`src/rtl/mrd_fsm_ctrl.sv`:
```
// Frame sequencer for the mixed-radix DFT memory engine.
// Walks a frame through sink, one read/write-back pass per radix stage,
// and source, with a per-pass watchdog and one-cycle error pulses.
module mrd_fsm_ctrl #(
   parameter int WAIT_RD = 2,
   parameter int TIMEOUT = 4095
) (
   input  logic       clk,
   input  logic       rst_n,
   input  logic       sink_valid,
   input  logic       sink_sop,
   input  logic       sink_eop,
   input  logic [2:0] num_of_factors,
   input  logic       rd_end,
   input  logic       wr_end,
   input  logic       source_end,
   output logic [2:0] fsm,
   output logic [2:0] fsm_r,
   output logic [2:0] cnt_stage,
   output logic [2:0] nf_lat,
   output logic       sink_ready,
   output logic       busy,
   output logic       err_cfg,
   output logic       err_sop,
   output logic       err_timeout
);

   localparam int WD_W = $clog2(TIMEOUT + 1);
   localparam logic [WD_W-1:0] TO_V   = WD_W'(TIMEOUT);
   localparam logic [3:0]      WAIT_V = 4'(WAIT_RD);

   typedef enum logic [2:0] {
      ST_IDLE    = 3'd0,
      ST_SINK    = 3'd1,
      ST_WAIT_RD = 3'd2,
      ST_RD      = 3'd3,
      ST_WAIT_WR = 3'd4,
      ST_SOURCE  = 3'd5
   } state_e;

   state_e          state_q, state_d;
   logic [2:0]      state_r_q;
   logic [2:0]      cnt_q, cnt_d;
   logic [2:0]      nf_q, nf_d;
   logic [3:0]      wait_q, wait_d;
   logic [WD_W-1:0] wd_q, wd_d;
   logic            sticky_q, sticky_d;
   logic            sink_rdy_q, busy_q;
   logic            err_cfg_q, err_cfg_d;
   logic            err_sop_q, err_sop_d;
   logic            err_to_q, err_to_d;

   logic            sop_hit, eop_hit, nf_legal;
   logic [2:0]      nf_m1;
   logic [WD_W-1:0] wd_inc;

   assign sop_hit  = sink_valid & sink_sop;
   assign eop_hit  = sink_valid & sink_eop;
   assign nf_legal = (num_of_factors != 3'd0) && (num_of_factors != 3'd7);
   assign nf_m1    = nf_q - 3'd1;
   assign wd_inc   = wd_q + 1'b1;

   // Next-state and next-value decode for the frame sequencer.
   always_comb begin
      state_d   = state_q;
      cnt_d     = cnt_q;
      nf_d      = nf_q;
      wait_d    = wait_q;
      wd_d      = wd_q;
      sticky_d  = sticky_q;
      err_cfg_d = 1'b0;
      err_sop_d = 1'b0;
      err_to_d  = 1'b0;
      case (state_q)
         ST_IDLE: begin
            if (sop_hit) begin
               if (nf_legal) begin
                  nf_d  = num_of_factors;
                  cnt_d = 3'd0;
                  if (eop_hit) begin
                     // Single-beat frame skips the sink phase entirely.
                     state_d = ST_WAIT_RD;
                     wait_d  = 4'd1;
                  end else begin
                     state_d = ST_SINK;
                  end
               end else begin
                  err_cfg_d = 1'b1;
               end
            end
         end
         ST_SINK: begin
            if (eop_hit) begin
               state_d = ST_WAIT_RD;
               wait_d  = 4'd1;
            end else if (sop_hit) begin
               // A fresh SOP restarts the frame with a re-checked stage count.
               if (nf_legal) begin
                  err_sop_d = 1'b1;
                  nf_d      = num_of_factors;
                  cnt_d     = 3'd0;
               end else begin
                  err_cfg_d = 1'b1;
                  state_d   = ST_IDLE;
               end
            end
         end
         ST_WAIT_RD: begin
            if (wait_q == WAIT_V) begin
               state_d = ST_RD;
               wd_d    = '0;
            end else begin
               wait_d = wait_q + 4'd1;
            end
         end
         ST_RD: begin
            wd_d = wd_inc;
            if (wd_inc == TO_V) begin
               err_to_d = 1'b1;
               state_d  = ST_IDLE;
               cnt_d    = 3'd0;
               sticky_d = 1'b0;
               wd_d     = '0;
            end else begin
               // Writes trail reads, so an early wr_end is remembered.
               if (wr_end) sticky_d = 1'b1;
               if (rd_end) state_d = ST_WAIT_WR;
            end
         end
         ST_WAIT_WR: begin
            wd_d = wd_inc;
            if (wd_inc == TO_V) begin
               err_to_d = 1'b1;
               state_d  = ST_IDLE;
               cnt_d    = 3'd0;
               sticky_d = 1'b0;
               wd_d     = '0;
            end else if (wr_end || sticky_q) begin
               sticky_d = 1'b0;
               if (cnt_q == nf_m1) begin
                  state_d = ST_SOURCE;
               end else begin
                  cnt_d   = cnt_q + 3'd1;
                  state_d = ST_RD;
                  wd_d    = '0;
               end
            end
         end
         ST_SOURCE: begin
            if (source_end) state_d = ST_IDLE;
         end
         default: begin
            state_d = ST_IDLE;
         end
      endcase
   end

   // State, counters and all registered outputs.
   always_ff @(posedge clk or negedge rst_n) begin
      if (!rst_n) begin
         state_q    <= ST_IDLE;
         state_r_q  <= 3'd0;
         cnt_q      <= 3'd0;
         nf_q       <= 3'd0;
         wait_q     <= 4'd0;
         wd_q       <= '0;
         sticky_q   <= 1'b0;
         sink_rdy_q <= 1'b1;
         busy_q     <= 1'b0;
         err_cfg_q  <= 1'b0;
         err_sop_q  <= 1'b0;
         err_to_q   <= 1'b0;
      end else begin
         state_q    <= state_d;
         state_r_q  <= state_q;
         cnt_q      <= cnt_d;
         nf_q       <= nf_d;
         wait_q     <= wait_d;
         wd_q       <= wd_d;
         sticky_q   <= sticky_d;
         sink_rdy_q <= (state_d == ST_IDLE) || (state_d == ST_SINK);
         busy_q     <= (state_d != ST_IDLE);
         err_cfg_q  <= err_cfg_d;
         err_sop_q  <= err_sop_d;
         err_to_q   <= err_to_d;
      end
   end

   assign fsm         = state_q;
   assign fsm_r       = state_r_q;
   assign cnt_stage   = cnt_q;
   assign nf_lat      = nf_q;
   assign sink_ready  = sink_rdy_q;
   assign busy        = busy_q;
   assign err_cfg     = err_cfg_q;
   assign err_sop     = err_sop_q;
   assign err_timeout = err_to_q;

endmodule

```
`config.mk`:
```
export PLATFORM = sky130hd
export DESIGN_NAME = mrd_fsm_ctrl
export DESIGN_NICKNAME = d
export VERILOG_FILES = /design/src/rtl/mrd_fsm_ctrl.sv
export SDC_FILE = /design/constraint.sdc
export NUM_CORES = 1
export LEC_CHECK = 0
export CORE_ASPECT_RATIO = 1.75
export CORE_UTILIZATION = 45
export DETAILED_ROUTE_END_ITERATION = 7
export MAX_ROUTING_LAYER = met4
export PLACE_DENSITY = 0.67
export SLEW_MARGIN = 10
export SYNTH_ARGS = -nofsm -noshare
export SYNTH_HDL_FRONTEND = slang
export SYNTH_SLANG_ARGS = --single-unit
```
`constraint.sdc`:
```
create_clock -name clk -period 2.61 [get_ports clk]
set_input_delay 0.522 -clock clk [delete_from_list [all_inputs] [get_ports clk]]
set_output_delay 0.522 -clock clk [all_outputs]
set_load 0.1 [all_outputs]
```
==> results.txt <==
----------------------------------------------------
[Routing]
  Length of the first detailed-routing pass in iterations ... 4
  Number of DRC violations after detailed routing ... 0
  Post-detailed-route via-to-cell ratio ... 5.83
  DRC violation total after the first TritonRoute iteration ... 44
  ANT nets after route ... 0
  Total routed wirelength ... 5390 um
  Vias ... 1,947
  Routed WL per cell ... 16.1 um

[Timing]
  Final critical-path required period ... 2.18 ns
  RSZ-0062 raised after global routing ... no
  Relative slew margins ... 0.684
  Setup_tns ... 0 ns
  Final count of hold timing violations ... 0
  Transition time at the pin with the least slew margin ... 0.472 ns
  Clock Skews ... 0.00816 ns
  Post-route worst setup slack ... 0.429 ns
  Maximum frequency from static timing analysis ... 458 MHz
  Final setup vio count ... 0
  Final Max Slew Viols ... 0
  Final Cycle Share ... 0.836

[Logic synthesis]
  Post-synthesis area per instance ... 8.88 um2
  Synthesized net count ... 263
  Number of flip-flops and latches in the synthesized netlist ... 34
  EDFF count, synth ... 0
  Ranking of synthesized cells by instance count ... 33 x dfrtp_1, 33 x nand2_1, 17 x nor2_1
  Share of the synthesized area in compound gates (AO/OA/AOI/OAI) ... 0.217
  Most frequently used flop master after synthesis ... dfrtp_1
  Post-synthesis adder-cell area fraction ... 0.0344
  Top area cells in the synthesized netlist ... dfrtp_1 38%, nand2_1 5.7%, o211ai_1 3.8%, ha_1 3.4%, o21ai_0 3.4%
  Summed instance area of the synthesized netlist ... 0.00218 mm2
  Post-Synth Simple-Gate Area ... 0.248
  Share of the synthesized netlist area taken by xor and xnor gates ... 0.0229
  Seq/Total Area, Yosys ... 0.390
  Distinct cell type count of the synthesized netlist ... 57
  Multiplexer area fraction after synthesis ... 0.0350
  Number of standard cells after synthesis ... 246
  Area share of the largest cell type after synthesis ... 0.378
  Post-synth ARST share ... 1.00
  Top cell type by total area after synthesis ... dfrtp_1
  Warnings, synthesis ... 0
  Dominant combinational cell family by area after synthesis ... simple AND/OR/NAND/NOR gates

[Cells and area]
  Ant. Diodes ... 0
  Layout cells sized above 1 ... 0.184
  Syn-to-layout area delta ... 18.6%
  Net count reported at finish ... 298
  Number of inserted filler cells in the final layout ... 446
  Finished Cell Area ... 0.00259 mm2

[CTS]
  Root Buffer Master ... clkbuf_8
  Insertion delay to the later sink of the worst-skew pair ... 0.29 ns
  Number of clock sinks ... 34
  Number of buffers created by CTS ... 5
  Level count of the clock H-tree ... 2
  Total of hold buffers inserted after clock tree synthesis ... 0
  Setup Buffers After CTS ... 0
  CTS-repair resized insts ... 0
  Max Root-Sink Buffers ... 2
  CTS tree ... built
  Clock slew at the register clock pins of the worst setup and hold paths ... 0.07 ns

[Die]
  Initial core utilization ... 0.468
  Placeable Area ... 0.00467 mm2
  Boundary Pins ... 28
  Die height ... 94.1 um
  Die Area ... 0.00515 mm2
  Placement row count ... 33
  Die Wd ... 54.7 um

[GRT]
  Global router's overall resource usage ... 0.242
  Sum of overflow across all layers after global routing ... 0
  First-pass GRT wire length ... 8680 um
  Initial antenna violation count ... 0
  Vias in the first global route ... 1,865
  Maximum number of pins on one net before global-route repair ... 35

[Critical path]
  Element type at the critical path end ... flop
  Nature of the critical path startpoint ... flop
  Required time of the critical path ... 2.76 ns
  Crit Path Category ... reg2reg
  CP arrival ... 2.33 ns
  Cell count of the worst reg-to-reg path ... 7
  Maximum net fanout on the critical path ... 8

[Flow run]
  # Max-Cap Violations ... 0

[Placed design]
  Pre-CTS setup slack ... 0.164 ns
  Final weighted congestion in routability-driven placement ... 0.881
  Post-placement cell area ... 0.00250 mm2
  DP HPWL ... 4010 um
  IO Port Bufs ... 27

[Power]
  VDD IR-drop max ... 1220 uV
  Total leakage power ... 1.11 nW
  Cell Pwr Density ... 1160 mW/mm2

[Hold path]
  Number of cells on the worst hold path ... 1
  Type of the most critical hold path ... reg2reg

[Outcome]
  Result of the run ... completed

----------------------------------------------------
## through the flow
step	power [mW]	util	hold WS [ns]	cells
finish	3.01	0.555	0.551	334
floorplan	2.23	-	0.226	246
global route	3.20	0.555	0.588	334
CTS	3.03	0.555	0.558	334
global placement	2.60	0.536	0.529	326
detailed placement	2.63	0.536	0.541	326
## per-layer routing
metal / routed length, um / global-route usage / vias to the layer above
met4: 78 / 0.0876 / 0
li1: - / - / 974
met1: 2080 / 0.247 / 936
met2: 3090 / 0.440 / 31
met3: 139 / 0.0340 / 6
met5: 0 / - / -
## area by class of cell
cell class | instances | area, um2 | share of cell area
well taps | 52 | 65.1 | 0.0251
multi-input cells | 189 | 1220 | 0.470
repair buffers | 40 | 325 | 0.126
inverters | 11 | 41.3 | 0.0159
flip-flops and latches | 34 | 852 | 0.329
clock buffers | 8 | 90.1 | 0.0348
## path summary, 6_finish.rpt
path / from / endpoint / slack, ns
setup / recovery: wd_q[0] / wd_q[2] / 0.43
hold / removal: nf_lat[1] / nf_lat[1] / 0.55
setup reg to reg: wd_q[0] / wd_q[2] / 0.43
hold reg to reg: nf_lat[1] / nf_lat[1] / 0.55
max in group asynchronous: rst_n / sink_ready / 1.61
min in group asynchronous: rst_n / fsm_r[0] / 0.64
## sequential cells by signal (all words and copies together) (netlist names)
| register | flops |
|---|---|
| fsm | 3 |
| sticky_q | 1 |
| wait_q | 4 |
| err_cfg | 1 |
| cnt_stage | 3 |
| wd_q | 12 |
| err_timeout | 1 |
| nf_lat | 3 |
| err_sop | 1 |
| sink_ready | 1 |
| fsm_r | 3 |
| busy | 1 |
## where the power goes
part | switching, mW | internal (mW) | total, mW
clock network | 0.185 | 0.215 | 0.400
logic | 1.20 | 0.514 | 1.72
registers | 0.184 | 0.714 | 0.898
## kinds of logic after synthesis
family	Yosys count
AO/OA/AOI/OAI	65
buffers and inverters	23
XOR/XNOR	4
adder cells (fa/ha/maj)	6
AND/OR/NAND/NOR	107
flip-flops	34
multiplexers	7
## critical path: stages, from the launching register on
cell and delay (ns):
dfrtp_1 0.35, ha_1 0.28, nand3_1 0.26, o32ai_1 0.35, a31oi_2 0.16, buf_4 0.24, o21ai_4 0.27, o211ai_1 0.13
## cell usage in the layout (no fill, tap or decap), types with 2 or more instances in the layout
cell / Yosys / layout
dfrtp_1: 33 / 33
mux2_2: 5 / 5
ha_1: 6 / 6
nor2_1: 17 / 17
o31ai_1: 2 / 2
inv_1: 11 / 11
o31a_1: 2 / 2
clkdlybuf4s50_1: 0 / 10
o221ai_1: 3 / 3
xnor2_1: 3 / 3
nor3b_1: 2 / 2
or3_1: 3 / 3
clkbuf_1: 6 / 2
buf_4: 0 / 30
mux2i_1: 2 / 2
and2_1: 3 / 3
nand3_1: 12 / 12
nand2b_1: 5 / 5
o21bai_1: 2 / 2
nand4_1: 4 / 4
a21oi_1: 10 / 10
o21ai_0: 15 / 15
nand2_1: 33 / 33
nor4_1: 5 / 5
o211ai_1: 11 / 11
nor3_1: 12 / 12
o21a_1: 2 / 2
clkbuf_8: 0 / 6
o211ai_2: 3 / 3
and3_1: 2 / 2
Power figures use the tool's default switching activity.
